<file path="src/rtl/timer_counter_pkg.sv">
// timer_counter_pkg: register map, CTRL field positions and FSM state type for timer_counter
package timer_counter_pkg;
  localparam logic [1:0] ADDR_CTRL   = 2'd0;
  localparam logic [1:0] ADDR_PRESET = 2'd1;
  localparam logic [1:0] ADDR_COUNT  = 2'd2;
  localparam int CTRL_EN       = 0;
  localparam int CTRL_MODE_LSB = 1;
  localparam int CTRL_MODE_MSB = 2;
  localparam int CTRL_IM       = 3;
  typedef enum logic [1:0] {IDLE = 2'd0, LOAD = 2'd1, CNT = 2'd2, INT = 2'd3} state_e;
endpackage

</file>
<file path="src/rtl/timer_counter_if.sv">
// timer_counter_if: word-addressed register bus plus interrupt line of one timer
interface timer_counter_if;
  logic [29:0] Addr;
  logic        WE;
  logic [31:0] Din;
  logic [31:0] Dout;
  logic        IRQ;
  modport master (output Addr, WE, Din, input Dout, IRQ);
  modport slave  (input Addr, WE, Din, output Dout, IRQ);
endinterface

</file>
<file path="src/rtl/timer_counter.sv">
// timer_counter: memory-mapped 32-bit down-counting timer with maskable level interrupt
module timer_counter
  import timer_counter_pkg::*;
(
  input  logic            clk,
  input  logic            reset,
  timer_counter_if.slave  bus
);
  state_e      state_q, state_d;
  logic [3:0]  ctrl_q, ctrl_d;
  logic [31:0] preset_q, preset_d;
  logic [31:0] count_q, count_d;
  logic        irq_q, irq_d;
  logic [1:0]  sel;
  logic        unused_addr;
  assign sel = bus.Addr[1:0];
  assign unused_addr = ^bus.Addr[29:2];
  always_comb begin
    state_d  = state_q;
    ctrl_d   = ctrl_q;
    preset_d = preset_q;
    count_d  = count_q;
    irq_d    = irq_q;
    if (bus.WE) begin
      // a write cycle freezes the state machine entirely
      if (sel == ADDR_CTRL)   ctrl_d   = bus.Din[3:0];
      if (sel == ADDR_PRESET) preset_d = bus.Din;
    end else begin
      case (state_q)
        IDLE: if (ctrl_q[CTRL_EN]) begin
          state_d = LOAD;
          irq_d   = 1'b0;
        end
        LOAD: begin
          count_d = preset_q;
          state_d = CNT;
        end
        CNT: if (!ctrl_q[CTRL_EN]) state_d = IDLE;
          else if (count_q > 32'd1) count_d = count_q - 32'd1;
          else begin
            count_d = '0;
            irq_d   = 1'b1;
            state_d = INT;
          end
        INT: begin
          // one-shot drops Enable and keeps the flag until software re-arms
          if (ctrl_q[CTRL_MODE_MSB:CTRL_MODE_LSB] == 2'b00) ctrl_d[CTRL_EN] = 1'b0;
          else irq_d = 1'b0;
          state_d = IDLE;
        end
        default: state_d = IDLE;
      endcase
    end
  end
  always_ff @(posedge clk) begin
    if (reset) begin
      state_q  <= IDLE;
      ctrl_q   <= '0;
      preset_q <= '0;
      count_q  <= '0;
      irq_q    <= 1'b0;
    end else begin
      state_q  <= state_d;
      ctrl_q   <= ctrl_d;
      preset_q <= preset_d;
      count_q  <= count_d;
      irq_q    <= irq_d;
    end
  end
  assign bus.Dout = sel == ADDR_CTRL   ? {28'd0, ctrl_q} :
                    sel == ADDR_PRESET ? preset_q :
                    sel == ADDR_COUNT  ? count_q : 32'd0;
  assign bus.IRQ  = ctrl_q[CTRL_IM] & irq_q;
endmodule

</file>
<file path="src/flat_wrapper.sv">
// flat-port wrapper written by rule: the top's interface ports become plain ports
module timer_counter_flat import timer_counter_pkg::*;
  (clk, reset, bus_Addr, bus_WE, bus_Din, bus_Dout, bus_IRQ);
  timer_counter_if bus_i ();
  input  logic clk;
  input  logic reset;
  input wire logic [$bits(bus_i.Addr)-1:0] bus_Addr;
  input wire logic [$bits(bus_i.WE)-1:0] bus_WE;
  input wire logic [$bits(bus_i.Din)-1:0] bus_Din;
  output wire logic [$bits(bus_i.Dout)-1:0] bus_Dout;
  output wire logic [$bits(bus_i.IRQ)-1:0] bus_IRQ;
  assign bus_i.Addr = bus_Addr;
  assign bus_i.WE = bus_WE;
  assign bus_i.Din = bus_Din;
  assign bus_Dout = bus_i.Dout;
  assign bus_IRQ = bus_i.IRQ;
  timer_counter u_core (.clk(clk), .reset(reset), .bus(bus_i));
endmodule
</file>
<file path="config.mk">
export PLATFORM = sky130hd
export DESIGN_NAME = timer_counter_flat
export DESIGN_NICKNAME = d
export VERILOG_FILES = /design/src/rtl/timer_counter_pkg.sv /design/src/rtl/timer_counter_if.sv /design/src/rtl/timer_counter.sv /design/src/flat_wrapper.sv
export SDC_FILE = /design/constraint.sdc
export NUM_CORES = 1
export LEC_CHECK = 0
export ABC_AREA = 0
export BUFFER_PORTS_ARGS = -buffer_cell sky130_fd_sc_hd__buf_2
export CORE_MARGIN = 1.5
export CORE_UTILIZATION = 35
export CTS_BUF_LIST = sky130_fd_sc_hd__clkbuf_2 sky130_fd_sc_hd__clkbuf_4 sky130_fd_sc_hd__clkbuf_8
export DETAILED_ROUTE_END_ITERATION = 12
export MAX_ROUTING_LAYER = met4
export PLACE_DENSITY = 0.62
export SLEW_MARGIN = 40
export SYNTH_ARGS = -nofsm -noshare
export SYNTH_HDL_FRONTEND = slang
export SYNTH_SLANG_ARGS = --single-unit
export TNS_END_PERCENT = 100
</file>
<file path="constraint.sdc">
create_clock -name clk -period 6.8 [get_ports clk]
set_clock_uncertainty 0.2 [all_clocks]
set_input_delay 0.68 -clock clk [delete_from_list [all_inputs] [get_ports clk]]
set_output_delay 0.68 -clock clk [all_outputs]
set_load 0.02 [all_outputs]
</file>
After elaboration in Yosys (flattened, before gate mapping). Cells that the tools add are included.

Memories: 0. ROM bits: 0. Register bits: 71. Bits in latches: 0. Bits in writable memories: 0. Logic and storage cells: 53. Output and inout port bits: 33.

Equality and inequality tests: 11. Bitwise logic cells: 2. Shift-type cells: 0. Order comparisons: 1. Reduce and logical (&&, ||, !) cells: 13. Multiply operators: 0. Div/mod/pow operators: 0. Mux-type cells: 19. $add $sub $neg: 1.

Operator list (count): 2-to-1 mux 32 bit (5); one-hot mux 32 bit (2 select lines) (1); greater-than comparator 32 x 1 -> 1 bit, second input constant (1); subtractor 32 x 1 -> 32 bit, second input constant (1); AND reduction 3 bit (3); 2-to-1 mux 1 bit (8); one-hot mux 2 bit (4 select lines) (1); == test 2 bit, second input constant (3); zero test 2 bit (3); 2-to-1 mux 2 bit (3); inequality test 2 x 1 -> 1 bit, second input constant (3); AND reduction 6 bit (1); nonzero test 2 bit (3); == test 2 x 1 -> 1 bit, second input constant (2); inequality test 2 bit, second input constant (2); AND reduction 2 bit (2); inequality test 3 bit, second input constant (1); one-hot mux 1 bit (3 select lines) (1); nonzero test 3 bit (1); bitwise AND 1 bit (1); inverter 1 bit (1).

Longest topological paths before layout.
Word-level depth: 4. Depth in mapped cells: 9.

Worst setup path after synthesis. Ideal clock, no wire load.

Path kind: input to output. Start point: input bus_Addr[1]. End point: output bus_Dout[10]. Path slack: 3.954 ns. Required time: 5.920 ns. Arrival: 1.966 ns. Cell stages on the path: 5. Path buffers: 3. Cell sequence: clkbuf_1 nor2b_1 clkbuf_1 buf_1 a22o_1.

Word-level cells in the longest chain between the ends: 4.

RTL lines: from (decl) (RTL line flat_wrapper.sv:7) `input wire logic [$bits(bus_i.Addr)-1:0] bus_Addr;`; == test 2 bit (RTL line timer_counter.sv:72) `sel == ADDR_COUNT ? count_q : 32'd0;`; 2-to-1 mux 32 bit (RTL line timer_counter.sv:72); 2-to-1 mux 32 bit (RTL line timer_counter.sv:71) `sel == ADDR_PRESET ? preset_q :`; 2-to-1 mux 32 bit (*) (RTL line timer_counter.sv:70) `assign bus.Dout = sel == ADDR_CTRL ? {28'd0, ctrl_q} :`; to (decl) (RTL line flat_wrapper.sv:10) `output wire logic [$bits(bus_i.Dout)-1:0] bus_Dout;`.

Every way passes the cells marked *; elsewhere a longest branch is shown, timed or not.

Worst setup path after layout.
Start point: register u_core.count_q[2]. End point: register u_core.count_q[29].

Word-level cells in the longest chain between the ends: 4.

RTL lines: from (decl) (RTL line timer_counter.sv:12) `logic [31:0] count_q, count_d;`; from (signal assigned) (RTL line timer_counter.sv:66) `count_q <= count_d;`; subtractor 32 x 1 -> 32 bit / greater-than comparator 32 x 1 -> 1 bit (equally long branches) (RTL line timer_counter.sv:39) `else if (count_q > 32'd1) count_d = count_q - 32'd1;`; 2-to-1 mux 32 bit (*) (RTL line timer_counter.sv:39); 2-to-1 mux 32 bit (*) (RTL line timer_counter.sv:38) `CNT: if (!ctrl_q[CTRL_EN]) state_d = IDLE;`; one-hot mux 32 bit (2 select lines) (*) (RTL line timer_counter.sv:29) `case (state_q)`.

Every way passes the cells marked *; elsewhere a longest branch is shown, timed or not. The select of a mux whose other input is x is not followed. A chain may end at the register's enable or synchronous reset.

==> flow_summary.rst <==
.. list-table::
   :header-rows: 1

   * - Metric
     - Value
   * - Run status
     - finished with violations
   * - Violated checks
     - DRC
   * - Post-DR vias/cell
     - 5.95
   * - Drt first pass iters
     - 9
   * - Synthesized flop and latch total
     - 71
   * - Setup TNS
     - 0 ns
   * - Total length of routed wires
     - 12.5 mm
   * - Number of flops mapped to enable cells by yosys
     - 0
   * - Part of the cycle the worst path needs
     - 0.456
   * - Largest net degree at the start of global routing
     - 66
   * - Arrival @ worst endpoint
     - about 3.2 ns
   * - Mapped Cells
     - 535
   * - Clock input transition at the sequential cells of the worst setup and hold paths
     - approximately 0.080 ns
   * - Total half-perimeter wirelength after legalization and detailed placement
     - 8.36 mm
   * - Via count of the first global-routing pass
     - between 4000 and 5000
   * - Cell with the biggest individual delay on the critical path
     - sky130_fd_sc_hd__nand3_1
   * - Number of hold-slack violations in the final timing report
     - 0
   * - Global-route wire length before repair
     - 20.2 mm
   * - Floorplan die height
     - 112 um
   * - Top post-synthesis cells by area
     - sky130_fd_sc_hd__dfxtp_1, sky130_fd_sc_hd__nand2_1, sky130_fd_sc_hd__a21oi_1
   * - RSZ-0062 raised after global routing
     - false
   * - Share of final-layout standard cells stronger than drive strength 1
     - 0.194
   * - Hold Buf Count CTS
     - 0
   * - Core Region
     - 11500 sq um
   * - Total nets after synthesis
     - 607
   * - Cell area power density
     - 191 nW/um^2
   * - Total DRC errors in the routed layout
     - 7
   * - Antenna violations before repair
     - 0
   * - Finished Core Util
     - 0.419
   * - Clock buffer count from CTS
     - 9
   * - Actual transition at the worst max-transition pin
     - 0.809 ns
   * - Cell family contributing the most delay on the critical path
     - compound AO/OA/AOI/OAI gates
   * - Standby leakage power
     - around 1.9 nW
   * - Achievable Freq
     - 322 MHz
   * - Global-route total usage across every layer
     - 0.203
   * - Number of diodes
     - 0
   * - Largest stage delay, worst path
     - 0.65 ns
   * - Via count
     - between 4000 and 5000
   * - Clock tree from TritonCTS
     - built
   * - Setup Buffers After CTS
     - 0
   * - Crit-path cells
     - nor3_2 > o2111a_1 > nand3_1 > a32o_1 > a221o_1
   * - Count of buffers inserted at the top-level ports
     - 69
   * - Slew HR
     - 0.459
   * - Register area share after synthesis
     - 0.341
   * - Worst-case clock buffer depth
     - 2
   * - Area growth from synthesis to final layout
     - 16.0%
   * - Startpoint kind of the worst setup timing path
     - flop
   * - Yosys warns
     - 0
   * - Main combinational cell family by area after synthesis
     - compound AO/OA/AOI/OAI gates
   * - Max-cap violation count
     - 0
   * - Post-cts repair resize count
     - 0
   * - Detail Route Antenna Nets
     - 0
   * - Cell area after synthesis
     - 4160 sq um
   * - Final weighted congestion in routability-driven placement
     - between 0.8 and 0.9
   * - Setup slack of the most critical reg-to-reg path
     - between 3 and 4 ns
   * - Post-Synth Adder-Cell Area
     - 0.0210
   * - Detail-routed net length per standard cell
     - between 15 and 20 um
   * - Row count
     - 39
   * - Chip Width
     - 112 um
   * - Area share of xor/xnor cells in the synthesized design
     - 0.00421
   * - Average cell area after synthesis
     - a little under 8 sq um
   * - Required @ worst endpoint
     - 6.84 ns
   * - Full die area
     - 12600 sq um
   * - Max-slew violations
     - 0
   * - Post-synthesis compound-gate area fraction
     - 0.295
   * - Number of nets in the finished design
     - 650
   * - Critical-path maximum fanout
     - 17
   * - CP Buf/Inv Count
     - 0
   * - Yosys cell types
     - 68
   * - First DRT Iteration DRCs
     - roughly 260
   * - Simple-gate share of the synthesized area
     - 0.270
   * - Post-synthesis cell type with the largest combined area
     - sky130_fd_sc_hd__dfxtp_1
   * - Setup Crit Path Kind
     - reg -> reg
   * - Number of clock sinks
     - 71
   * - Root buf cell
     - sky130_fd_sc_hd__clkbuf_8
   * - Final worst path period need
     - 3.10 ns
   * - Maximum vdd ir drop
     - 0.0000739 V
   * - Area share of the leading cell type in the synthesized netlist
     - 0.341
   * - CP endpoint kind
     - flop
   * - Starting Density
     - 0.362
   * - Multiplexer fraction of the synthesized cell area
     - 0.0168
   * - Clock latency on the worst-skew pair
     - 0.36 ns
   * - Gr ovfl total
     - 0
   * - Share of synthesized flip-flops with an asynchronous set or reset
     - 0
   * - H-tree lvl count
     - 3
   * - Class of the tightest hold or removal check
     - reg -> reg
   * - Top_reg_cell synth
     - sky130_fd_sc_hd__dfxtp_1
   * - Total setup violations reported at the end of the flow
     - 0
   * - I/O pin cnt
     - 98
[state kept, by name (all words and copies together), names as in the netlist]
name             flops
u_core.irq_q         1
u_core.count_q      32
u_core.preset_q     32
u_core.ctrl_q        4
u_core.state_q       2
[per-layer routing]
metal  vias to the layer above  track usage  part of all wire
met1                      2046        0.268              0.47
met5                         -            -                 0
met4                         0       0.0692             0.015
met2                       162        0.320              0.46
met3                        21       0.0319             0.057
li1                       2092            -                 -
[cell usage in the layout, fill, tap and decap left out, types with 6 or more instances in the layout]
cell type | Yosys | routed
sky130_fd_sc_hd__o21ai_0 | 12 | 12
sky130_fd_sc_hd__nor3_1 | 19 | 19
sky130_fd_sc_hd__nor2_1 | 21 | 21
sky130_fd_sc_hd__a31oi_1 | 12 | 11
sky130_fd_sc_hd__mux2i_1 | 7 | 7
sky130_fd_sc_hd__inv_1 | 11 | 11
sky130_fd_sc_hd__nand2_1 | 88 | 87
sky130_fd_sc_hd__buf_2 | 3 | 69
sky130_fd_sc_hd__a21oi_1 | 59 | 59
sky130_fd_sc_hd__nand3_1 | 14 | 14
sky130_fd_sc_hd__dfxtp_1 | 71 | 71
sky130_fd_sc_hd__a22o_1 | 28 | 28
sky130_fd_sc_hd__nand4_1 | 7 | 7
sky130_fd_sc_hd__and3_1 | 10 | 10
sky130_fd_sc_hd__clkbuf_8 | 0 | 9
sky130_fd_sc_hd__ha_1 | 7 | 6
sky130_fd_sc_hd__buf_4 | 0 | 7
sky130_fd_sc_hd__nor4_1 | 9 | 9
sky130_fd_sc_hd__or3_1 | 8 | 8
[cells in the mapped netlist, types with 3 or more instances]
library cell / number
sky130_fd_sc_hd__a21oi_1: 59
sky130_fd_sc_hd__and2_1: 5
sky130_fd_sc_hd__inv_1: 11
sky130_fd_sc_hd__ha_1: 7
sky130_fd_sc_hd__mux2i_1: 7
sky130_fd_sc_hd__nor2_1: 21
sky130_fd_sc_hd__nand4_1: 7
sky130_fd_sc_hd__or3_1: 8
sky130_fd_sc_hd__or2_2: 3
sky130_fd_sc_hd__clkbuf_1: 39
sky130_fd_sc_hd__nor3b_1: 4
sky130_fd_sc_hd__nand3_1: 14
sky130_fd_sc_hd__a22oi_1: 5
sky130_fd_sc_hd__a221oi_1: 5
sky130_fd_sc_hd__buf_2: 3
sky130_fd_sc_hd__o21ai_0: 12
sky130_fd_sc_hd__o41ai_1: 3
sky130_fd_sc_hd__nor3_1: 19
sky130_fd_sc_hd__a22o_1: 28
sky130_fd_sc_hd__nor4_1: 9
sky130_fd_sc_hd__a31oi_1: 12
sky130_fd_sc_hd__and3_1: 10
sky130_fd_sc_hd__nor2b_1: 6
sky130_fd_sc_hd__a211oi_1: 4
sky130_fd_sc_hd__or4_4: 3
sky130_fd_sc_hd__o21a_1: 3
sky130_fd_sc_hd__o211ai_1: 4
sky130_fd_sc_hd__o32ai_1: 4
sky130_fd_sc_hd__a32oi_1: 5
sky130_fd_sc_hd__dfxtp_1: 71
sky130_fd_sc_hd__a41oi_1: 3
sky130_fd_sc_hd__or4_1: 4
sky130_fd_sc_hd__o211a_1: 3
sky130_fd_sc_hd__and4_1: 3
sky130_fd_sc_hd__nand2_1: 88
sky130_fd_sc_hd__o22ai_1: 3
sky130_fd_sc_hd__a21o_1: 3
[path summary, 6_finish.rpt]
path / startpoint / end / cells after the start
setup reg to reg: u_core.count_q[2] / u_core.count_q[29] / 5
hold / removal: u_core.preset_q[5] / u_core.preset_q[5] / 2
hold reg to reg: u_core.preset_q[5] / u_core.preset_q[5] / 2
setup / recovery: u_core.count_q[2] / u_core.count_q[29] / 5
[power by group]
part           switching [mW]  total (mW)  internal [mW]
clock                   0.169       0.378          0.209
sequential            0.00842       0.433          0.424
combinational          0.0739       0.111         0.0371
total                   0.251       0.922          0.671
[logic make-up (layout without fill, tap and decap cells)]
logic type,after synthesis,after routing
compound gates,175,175
simple gates,217,217
buf+inv,56,104
flops,71,71
xor+xnor,2,2
mux,7,7
fa+ha+maj,7,7
[final cells by class]
class                   instances  area [sq um]
inverters                      12          45.0
flip-flops and latches         71          1420
multi-input cells             408          2570
fillers                      1184          6690
repair buffers                 76           398
well taps                     143           179
clock inverters                 6          85.1
clock buffers                  10           131
[through the flow]
stage	total power, mW	instance area [sq um]	hold WS (ns)	setup WS (ns)	std cells
3_5_place_dp	0.552	4610	0.258	3.37	710
3_3_place_gp	0.550	4590	0.260	3.46	710
4_1_cts	0.925	4820	0.270	3.61	726
2_1_floorplan	0.514	4160	0.244	3.95	535
6_report	0.922	4830	0.272	3.70	726
5_1_grt	0.957	4830	0.295	3.59	726
[tightest hold or removal path: stages (launching register included)]
cell and delay (ns):
sky130_fd_sc_hd__dfxtp_1 0.33, sky130_fd_sc_hd__nand2_1 0.05, sky130_fd_sc_hd__a21oi_1 0.05
(Power assumes the default switching activity.)
